[src/rtl/oserdes_pkg.sv]
`default_nettype none
// ============================================================================
// Module  : oserdes_pkg
// Brief   : Shared widths and scheduler state encoding for the serializer front end.
// Rev     : 1.0
// ============================================================================
package oserdes_pkg;

   localparam int LEN_W      = 8;
   localparam int BYTE_W     = 8;
   localparam int CNT_W      = 9;
   localparam int GAP_W      = 4;
   // Extra drain cycles covering the serializer's buffer read latency.
   localparam int SER_RD_LAT = 2;

   typedef enum logic [2:0] {
      ST_IDLE  = 3'd0,
      ST_ARB   = 3'd1,
      ST_LOAD  = 3'd2,
      ST_FIRE  = 3'd3,
      ST_DRAIN = 3'd4,
      ST_GAP   = 3'd5
   } sched_state_t;

endpackage
`default_nettype wire

[src/rtl/oserdes_tx_sched_rr_arbiter.sv]
`default_nettype none
// ============================================================================
// Module  : rr_arbiter
// Brief   : Combinational round-robin pick: first request at or above ptr, with wrap.
// Rev     : 1.0
// ============================================================================
module rr_arbiter #(
   parameter int NUM_REQ = 4,
   parameter int PTR_W   = $clog2(NUM_REQ)
) (
   input  logic [NUM_REQ-1:0] req,
   input  logic [PTR_W-1:0]   ptr,
   output logic [NUM_REQ-1:0] gnt,
   output logic [PTR_W-1:0]   idx,
   output logic               any
);

   logic [PTR_W-1:0] cand;

   always_comb begin
      gnt  = '0;
      idx  = '0;
      any  = 1'b0;
      cand = '0;
      for (int i = 0; i < NUM_REQ; i++) begin
         cand = PTR_W'((int'(ptr) + i) % NUM_REQ);
         if (!any && req[cand]) begin
            any       = 1'b1;
            idx       = cand;
            gnt[cand] = 1'b1;
         end
      end
   end

endmodule
`default_nettype wire

[src/rtl/oserdes_tx_sched.sv]
`default_nettype none
// ============================================================================
// Module  : oserdes_tx_sched
// Brief   : Round-robin burst scheduler sharing one 8:1 serializer among NUM_REQ sources.
// Rev     : 1.0
// ============================================================================
module oserdes_tx_sched
   import oserdes_pkg::*;
#(
   parameter int NUM_REQ = 4,
   parameter int GAP_CYC = 4
) (
   input  logic                      wr_clk,
   input  logic                      wr_rst,
   input  logic [NUM_REQ-1:0]        req,
   input  logic [LEN_W*NUM_REQ-1:0]  len_in,
   input  logic [BYTE_W*NUM_REQ-1:0] src_data,
   input  logic [NUM_REQ-1:0]        src_valid,
   output logic [NUM_REQ-1:0]        grant,
   output logic [BYTE_W-1:0]         data_out,
   output logic                      data_valid_out,
   output logic                      start,
   output logic [LEN_W-1:0]          length_out,
   output logic [NUM_REQ-1:0]        done,
   output logic                      busy
);

   localparam int PTR_W = $clog2(NUM_REQ);

   sched_state_t          state_q, state_d;
   logic [PTR_W-1:0]      rr_ptr_q, rr_ptr_d;
   logic [PTR_W-1:0]      win_idx_q, win_idx_d;
   logic [LEN_W-1:0]      len_reg_q, len_reg_d;
   logic [CNT_W-1:0]      cnt_q, cnt_d;
   logic [GAP_W-1:0]      gap_q, gap_d;
   logic [NUM_REQ-1:0]    grant_q, grant_d;
   logic [BYTE_W-1:0]     data_out_q, data_out_d;
   logic                  dvalid_q, dvalid_d;
   logic                  start_q, start_d;
   logic [LEN_W-1:0]      length_q, length_d;
   logic [NUM_REQ-1:0]    done_q, done_d;

   logic [LEN_W-1:0]      len_arr [NUM_REQ];
   logic [BYTE_W-1:0]     src_arr [NUM_REQ];
   logic [NUM_REQ-1:0]    arb_gnt;
   logic [PTR_W-1:0]      arb_idx;
   logic                  arb_any;
   logic [LEN_W-1:0]      arb_len;
   logic                  src_ok;
   logic [NUM_REQ-1:0]    win_oh;

   for (genvar g = 0; g < NUM_REQ; g++) begin : g_unpack
      assign len_arr[g] = len_in[g*LEN_W +: LEN_W];
      assign src_arr[g] = src_data[g*BYTE_W +: BYTE_W];
   end

   rr_arbiter #(
      .NUM_REQ (NUM_REQ),
      .PTR_W   (PTR_W)
   ) u_arb (
      .req (req),
      .ptr (rr_ptr_q),
      .gnt (arb_gnt),
      .idx (arb_idx),
      .any (arb_any)
   );

   assign arb_len = len_arr[arb_idx];
   assign src_ok  = src_valid[win_idx_q] & grant_q[win_idx_q];
   assign win_oh  = {{(NUM_REQ-1){1'b0}}, 1'b1} << win_idx_q;

   always_comb begin
      state_d    = state_q;
      rr_ptr_d   = rr_ptr_q;
      win_idx_d  = win_idx_q;
      len_reg_d  = len_reg_q;
      cnt_d      = cnt_q;
      gap_d      = gap_q;
      grant_d    = grant_q;
      data_out_d = data_out_q;
      length_d   = length_q;
      dvalid_d   = 1'b0;
      start_d    = 1'b0;
      done_d     = '0;

      case (state_q)
         ST_IDLE: begin
            if (|req) state_d = ST_ARB;
         end

         ST_ARB: begin
            if (arb_any) begin
               win_idx_d = arb_idx;
               len_reg_d = arb_len;
               grant_d   = arb_gnt;
               cnt_d     = '0;
               rr_ptr_d  = (arb_idx == PTR_W'(NUM_REQ-1)) ? '0 : arb_idx + 1'b1;
               // A zero length would make the serializer read a full 256-byte loop,
               // so the burst completes here without ever reaching FIRE.
               if (arb_len == '0) begin
                  done_d  = arb_gnt;
                  gap_d   = GAP_W'(GAP_CYC);
                  state_d = ST_GAP;
               end else begin
                  state_d = ST_LOAD;
               end
            end else begin
               state_d = ST_IDLE;
            end
         end

         ST_LOAD: begin
            if (src_ok) begin
               data_out_d = src_arr[win_idx_q];
               dvalid_d   = 1'b1;
               cnt_d      = cnt_q + CNT_W'(1);
               if (cnt_q + CNT_W'(1) == CNT_W'(len_reg_q)) begin
                  grant_d = '0;
                  state_d = ST_FIRE;
               end
            end
         end

         ST_FIRE: begin
            start_d  = 1'b1;
            length_d = len_reg_q;
            cnt_d    = CNT_W'(len_reg_q) + CNT_W'(SER_RD_LAT);
            state_d  = ST_DRAIN;
         end

         ST_DRAIN: begin
            cnt_d = cnt_q - CNT_W'(1);
            if (cnt_q == CNT_W'(1)) begin
               done_d  = win_oh;
               gap_d   = GAP_W'(GAP_CYC);
               state_d = ST_GAP;
            end
         end

         ST_GAP: begin
            grant_d = '0;
            if (gap_q == '0) begin
               state_d = ST_IDLE;
            end else begin
               gap_d = gap_q - 1'b1;
            end
         end

         default: begin
            state_d = ST_IDLE;
         end
      endcase
   end

   always_ff @(posedge wr_clk) begin
      if (wr_rst) begin
         state_q    <= ST_IDLE;
         rr_ptr_q   <= '0;
         win_idx_q  <= '0;
         len_reg_q  <= '0;
         cnt_q      <= '0;
         gap_q      <= '0;
         grant_q    <= '0;
         data_out_q <= '0;
         dvalid_q   <= 1'b0;
         start_q    <= 1'b0;
         length_q   <= '0;
         done_q     <= '0;
      end else begin
         state_q    <= state_d;
         rr_ptr_q   <= rr_ptr_d;
         win_idx_q  <= win_idx_d;
         len_reg_q  <= len_reg_d;
         cnt_q      <= cnt_d;
         gap_q      <= gap_d;
         grant_q    <= grant_d;
         data_out_q <= data_out_d;
         dvalid_q   <= dvalid_d;
         start_q    <= start_d;
         length_q   <= length_d;
         done_q     <= done_d;
      end
   end

   assign grant          = grant_q;
   assign data_out       = data_out_q;
   assign data_valid_out = dvalid_q;
   assign start          = start_q;
   assign length_out     = length_q;
   assign done           = done_q;
   assign busy           = (state_q != ST_IDLE);

endmodule
`default_nettype wire

[config.mk]
export PLATFORM = sky130hd
export DESIGN_NAME = oserdes_tx_sched
export DESIGN_NICKNAME = d
export VERILOG_FILES = /design/src/rtl/oserdes_pkg.sv /design/src/rtl/oserdes_tx_sched_rr_arbiter.sv /design/src/rtl/oserdes_tx_sched.sv
export SDC_FILE = /design/constraint.sdc
export NUM_CORES = 1
export LEC_CHECK = 0
export BUFFER_PORTS_ARGS = -buffer_cell sky130_fd_sc_hd__buf_2
export CELL_PAD_IN_SITES_DETAIL_PLACEMENT = 0
export CELL_PAD_IN_SITES_GLOBAL_PLACEMENT = 1
export CORE_MARGIN = 2
export CORE_UTILIZATION = 29
export CTS_BUF_LIST = sky130_fd_sc_hd__clkbuf_8
export DETAILED_ROUTE_END_ITERATION = 6
export PLACE_DENSITY = 0.63
export SLEW_MARGIN = 20
export SYNTH_ARGS = -nofsm -noshare
export SYNTH_HDL_FRONTEND = slang
export SYNTH_HIERARCHICAL = 1
export SYNTH_SLANG_ARGS = --single-unit
[constraint.sdc]
create_clock -name wr_clk -period 4.79 [get_ports wr_clk]
set_input_delay 0.2395 -clock wr_clk [delete_from_list [all_inputs] [get_ports wr_clk]]
set_output_delay 0.2395 -clock wr_clk [all_outputs]
set_load 0.05 [all_outputs]
---- Word level (Yosys, flattened, before mapping) ----
Cells that the tools add are included.
word-level totals
  output and inout port bits .............. 27
  register bits ........................... 54
  input port bits ......................... 74
  logic and storage cells ................. 145
operators by class
  shift-type cells ........................ 1
  reduce and logical (&&, ||, !) cells .... 25
  magnitude comparators ................... 11
  mux-type cells .......................... 65
  bitwise operators ....................... 7
  $add $sub $neg .......................... 8
  equal/unequal tests ..................... 16
operators with widths
  cell                                                               count
  two-way mux 4 bit                                                  14
  one-hot mux 9 bit (4 select lines)                                 1
  binary-select mux 8 bit (select 2 bit)                             2
  two-way mux 8 bit                                                  4
  one-hot mux 4 bit (3 select lines)                                 2
  two-way mux 3 bit                                                  7
  two-way mux 9 bit                                                  2
  one-hot mux 3 bit (6 select lines)                                 1
  two-way mux 1 bit                                                  16
  inequality test 2 bit, second input constant                       8
  less-than comparator 2 x 3 -> 1 bit, second input constant         5
  binary-select mux 1 bit (select 2 bit)                             6
  bitwise OR 4 bit                                                   3
  two-way mux 2 bit                                                  5
  AND reduction 5 bit                                                2
  adder 8 x 2 -> 9 bit, second input constant                        1
  adder 9 x 1 -> 9 bit, second input constant                        1
  equality test 9 x 1 -> 1 bit, second input constant                1
  equality test 9 x 8 -> 1 bit                                       1
  nonzero test 3 bit                                                 3
  subtractor 9 x 1 -> 9 bit, second input constant                   1
  demux 1 bit (select 2 bit)                                         4
  greater-or-equal comparator 2 x 1 -> 1 bit, second input constant  4
  zero test 8 bit                                                    1
  23 further kinds                                                   38

---- Logic depth before layout (Yosys ltp) ----
  word-level depth ........................ 20
  depth in mapped cells ................... 15

---- By module ----
The synthesis kept the hierarchy.
modules (own cells, without submodules)
  module            area each (µm²)  times used  sequential area each (µm²)  cells an instance
  oserdes_tx_sched  3360.7           1           1081.0                      415
  rr_arbiter        419.2            1           0.0                         45

---- Worst setup path after synthesis ----
No wires, ideal clock.
  path kind ............................... register to register
  from .................................... register rr_ptr_q[0]
  to ...................................... register state_q[0]
  data required time ...................... 4.699 ns
  clock period less this slack ............ 3.450 ns
  slack ................................... 1.340 ns
  library setup time ...................... 0.091 ns
  stages on the path, launching flop included .. 15
  path buffers ............................ 3
  data arrival time ....................... 3.359 ns
  path through ............................ dfxtp_1 buf_6 inv_1 ha_1 mux4_2 buf_6 o311ai_0 a32o_1 clkbuf_1 mux4_2 nor4_1 nand2_1 nor2_2 inv_2 a311oi_1
between the ends
  cells in the longest elaborated chain, start to end .. 20
ends and longest elaborated chain
  item                                                           line                               RTL
  start, declared                                                oserdes_tx_sched.sv:31             logic [PTR_W-1:0] rr_ptr_q, rr_ptr_d;
  start signal, assigned                                         oserdes_tx_sched.sv:171            rr_ptr_q <= rr_ptr_d;
  branches (longest 11 deep; another with adder 2 x 1 -> 2 bit)  n/a
  two-way mux 2 bit (*)                                          oserdes_tx_sched_rr_arbiter.sv:27  if (!any && req[cand]) begin
  named net arb_idx[1]                                           oserdes_tx_sched.sv:46             logic [PTR_W-1:0] arb_idx;
  inverter 2 -> 3 bit (not written as such) (*)                  oserdes_tx_sched.sv:68             assign arb_len = len_arr[arb_idx];
  binary-select mux 8 bit (select 2 bit) (*)                     oserdes_tx_sched.sv:68
  two-way mux 8 bit (not written as such) (*) (2 in a row)       oserdes_tx_sched.sv:68
  zero test 8 bit (*)                                            oserdes_tx_sched.sv:100            if (arb_len == '0) begin
  two-way mux 3 bit (*)                                          oserdes_tx_sched.sv:100
  two-way mux 3 bit (*)                                          oserdes_tx_sched.sv:92             if (arb_any) begin
  one-hot mux 3 bit (6 select lines) (*)                         oserdes_tx_sched.sv:86             case (state_q)
  end signal, assigned                                           oserdes_tx_sched.sv:170            state_q <= state_d;
  end, declared                                                  oserdes_tx_sched.sv:30             sched_state_t state_q, state_d;
Mark *: on every way through the listed nets, which the timed path passes. The select of a mux whose other input is x is not followed.
A chain may end at the register's enable or synchronous reset.

---- Worst setup path after layout ----
Ends and elaborated chain as after synthesis.

==> results.txt <==
The simple-gate area share of the yosys netlist is 22.1%, and the post-synthesis cell area is 0.00378 mm². The largest area contributor in the netlist is dfxtp_1. After synthesis, the share of cell area in mux cells is 13.6%. The synthesized netlist devotes 4.17% of its cell area to XOR and XNOR gates. Final-report hold violation count: 0. The normalized max-slew margin is 38.3%. The tools report the startpoint type of the worst setup path as a register. STA classifies the critical path endpoint as a register.

The clock-pin slew reported for the worst setup and hold paths after clock tree synthesis was 0.11 ns; the via count of the routed design was 3,686. Counting instances, the worst hold path has a depth of 4. For this design the static power due to leakage is 0.00163 µW. After detailed routing, the number of vias per cell comes to 5.23. The commonest cells after synthesis are nand2_1 (67), dfxtp_1 (54), a21oi_1 (53), nor2_1 (31). STA puts the critical path data arrival time at 4.47 ns. The tools report the start point of the worst hold path as len_in[17]. In the routed design, unresolved DRC markers number 0.

The run finished with clean final reports. The logs give 0.000238 V for the maximum vdd ir drop and 61 for the number of library cell types mapped by synthesis. The root buffer cell chosen for the clock tree is clkbuf_8.

In this run the horizontal extent of the chip is 118 µm. The startpoint-to-endpoint class of the critical path is register to register. The required time of the critical path was 5.02 ns. The first detailed-routing pass took 5 iterations.

For this run, the number of Yosys warnings is 6. The startpoint identified for the worst register-to-register timing path is rr_ptr_q[0]. After floorplanning, the core was divided into 41 placement rows. After synthesis, the largest family of logic cells by area is simple AND/OR/NAND/NOR gates. Traced cell by cell, the critical path runs through inv_1 -> ha_1 -> mux4_2 -> and2b_2 -> o21ai_0 -> o31ai_4 -> mux4_2 -> nor4_1 -> nand2_1 -> nor2_2 -> inv_2 -> a311oi_1.

At the end of routability-driven placement, the weighted congestion stood at 0.792. In the final routed layout, each cell accounts on average for 17.3 µm. Of all flip-flops after synthesis, the portion carrying an async set or reset was 0%. Power spread over the standard cell area amounts to 462 mW/mm². In the synthesized netlist the dominant register cell turns out to be dfxtp_1. The tools report the number of buffers inserted to repair setup after CTS as 0.

The tool flagged a number of max-cap violations equal to 0. For this configuration, the core starts out at a cell density of 29.8%. The shortest period the worst path allows is 4.24 ns, and the total global routing overflow is 0. Share of the synthesized area in the top cell type: 28.6%.

The run gives 460 as the count of mapped cells out of synthesis. The clock arrives with 0.0211 ns of skew. The number of antenna violations at the first check in global routing is 0. For the core occupancy in the finished layout, the log shows 35.0%. The complex-gate fraction of the synthesized area works out to 21.7%. The die is 118 µm tall. The number of setup violations in the final report was 0. In this run the tool buffered the top-level ports with 100 buffer cells. Starting DRC count in detailed routing: 259. The flip-flop and latch count after synthesis is 54. The post-layout instance area was 0.00444 mm²; the insertion delay to the later sink of the worst-skew pair was 0.33 ns. When the netlist entered floorplanning its net count stood at 545. Measured in cells, the most critical reg-to-reg path has a length of 12. The worst hold path terminates at len_reg_q[1]. In this run the standard cell core region covers 0.0127 mm². The worst hold path belongs to the class primary input to register. The tools report the number of pins with negative max-slew slack in the final report as 0. From synthesis to final layout, the design area changed by 17.3%.

The actual transition at the worst max-transition pin is 0.926 ns, and the wire length reported by the detailed router is 12,200 µm. The library cell with the highest instance count after synthesis is nand2_1. Ranked by total cell area, the synthesized netlist is headed by dfxtp_1 (29%), mux4_2 (11%), a21oi_1 (7.0%).

The tools report the total number of H-tree levels as 2. In this run the critical register-to-register path is captured at state_q[0]. Among all stages on the critical path, the largest delay is contributed by dfxtp_1. Yosys mapped a number of flops with a built-in enable equal to 0.

The quantity of hold-fixing buffers added after cts was 0; the final worst hold slack was 0.421 ns. For the count of clock tree sinks, the log shows 54. In this run, post-CTS repair resized a total of 0 instances. The floorplan step defined a die boundary enclosing 0.0140 mm². The worst register-to-register path has a setup slack of 0.55 ns. Entering global routing, the biggest net connects 47 pins.

Global routing used 17.3% of the available tracks across all layers. The proportion of synthesized chip area in sequential cells was 28.6%. The number of ports placed on the die boundary was 101; the number of buffers on the longest clock path was 2. The critical path contains buffers and inverters numbering 2 combined. The synthesized netlist devotes 3.64% of its cell area to adder and majority cells.

0 antenna diodes ended up in the layout. Based on the critical path, the design can be clocked at up to 0.236 GHz. Setup repair after global routing left no endpoint under its margin. The layout cell share with drive strength beyond 1 was 26.8%; the final worst-path cycle share was 88.5%.

Summing all placed instances gives a cell area of 0.00434 mm². The category of cells accounting for the largest share of critical-path delay was simple AND/OR/NAND/NOR gates. The largest single stage delay on the critical path is 0.71 ns.

Once detail routing completed, the nets flagged for antenna violations numbered 0. The setup TNS was 0 ns. The net count of the finished layout came out at 617. By instance count, the cell type seen most on the critical path is mux4_2. Counting the buffers created by CTS gives 5. The first global-routing pass estimated 19,500 µm of wire. The wire-length estimate of the detail-placed layout is 9240 µm.

The post-synthesis area per instance was 8.22 µm². TritonCTS built the clock tree. The maximum fanout encountered on the critical timing path was 13; the via count of the first global-routing pass was 3,548.
-- layout make-up --
cell class,instances,area (µm²)
fill,1348,8240
clock buffer,5,68.8
multi-input combinational,355,2480
clock inverter,3,23.8
inverter,15,56.3
tap,172,215
sequential,54,1080
timing repair buffer,101,508
-- logic make-up after synthesis --
logic type                 count (synthesis)
AOI/OAI and AO/OA                        129
xor gates and xnor gates                  18
adders and majority gates                 11
buffers and inverters                     51
DFF                                       54
muxes                                     24
and+or+nand+nor                          173
-- worst register-to-register path: cells and delay by family (launching register included) --
| kind | cells | cell delay, ns |
|---|---|---|
| simple gates | 4 | 1.09 |
| compound gates | 3 | 0.67 |
| fa+ha+maj | 1 | 0.39 |
| mux | 2 | 1.05 |
| buf+inv | 2 | 0.25 |
| flops | 1 | 0.71 |
-- per-stage QoR --
stage / power (µW) / worst slack, ns / instances
finish: 2050 / 0.552 / 705
global route: 2210 / 0.150 / 705
CTS: 2060 / 0.495 / 705
detailed placement: 1780 / 0.505 / 697
global placement: 1750 / 0.409 / 697
floorplan: 1540 / 1.34 / 460
-- flip-flops by register name, indices dropped and copies added (netlist names), 3 cells and up --
register    flops
data_out        8
length_out      8
cnt_q           9
done            4
state_q         3
gap_q           4
len_reg_q       8
grant           4
-- cells in the final DEF (no fill, tap or decap), types with 5 or more instances in the layout --
cell type and count:
inv_1 12, a22oi_1 11, clkbuf_8 5, buf_2 100, nor3_1 14, or3_1 5, nor2_1 30, ha_1 11
a31oi_1 8, nor4_1 7, xor2_1 5, nand3_1 22, a21oi_1 53, mux4_2 19, and2_1 5, xnor2_1 13
o21ai_0 17, nand2_1 67, dfxtp_1 54
-- worst max path at each step --
| stage | end | slack, ns | cells past startpoint | from |
|---|---|---|---|---|
| after floorplan | state_q[0] | 1.34 | 14 | rr_ptr_q[0] |
| after global placement | state_q[0] | 0.41 | 11 | rr_ptr_q[0] |
| after detailed placement | state_q[0] | 0.51 | 12 | rr_ptr_q[0] |
| after CTS | state_q[0] | 0.49 | 12 | rr_ptr_q[0] |
| after global routing | state_q[0] | 0.15 | 12 | rr_ptr_q[0] |
| final | state_q[0] | 0.55 | 12 | rr_ptr_q[0] |
-- where the power goes --
part	switching (µW)	internal, µW	total, µW
Combinational	622	459	1080
Sequential	175	517	692
Clock	174	105	279
Total	970	1080	2050
-- routing by layer --
layer  GRT usage (%)  vias up  part of all wire (%)
li1                -     1831                     -
met1            24.3     1744                    48
met2            28.0       99                    46
met3            2.65       12                   3.9
met4            4.07        0                   1.4
met5               0        -                     0
Note: power is estimated with default switching activity, not from simulation.
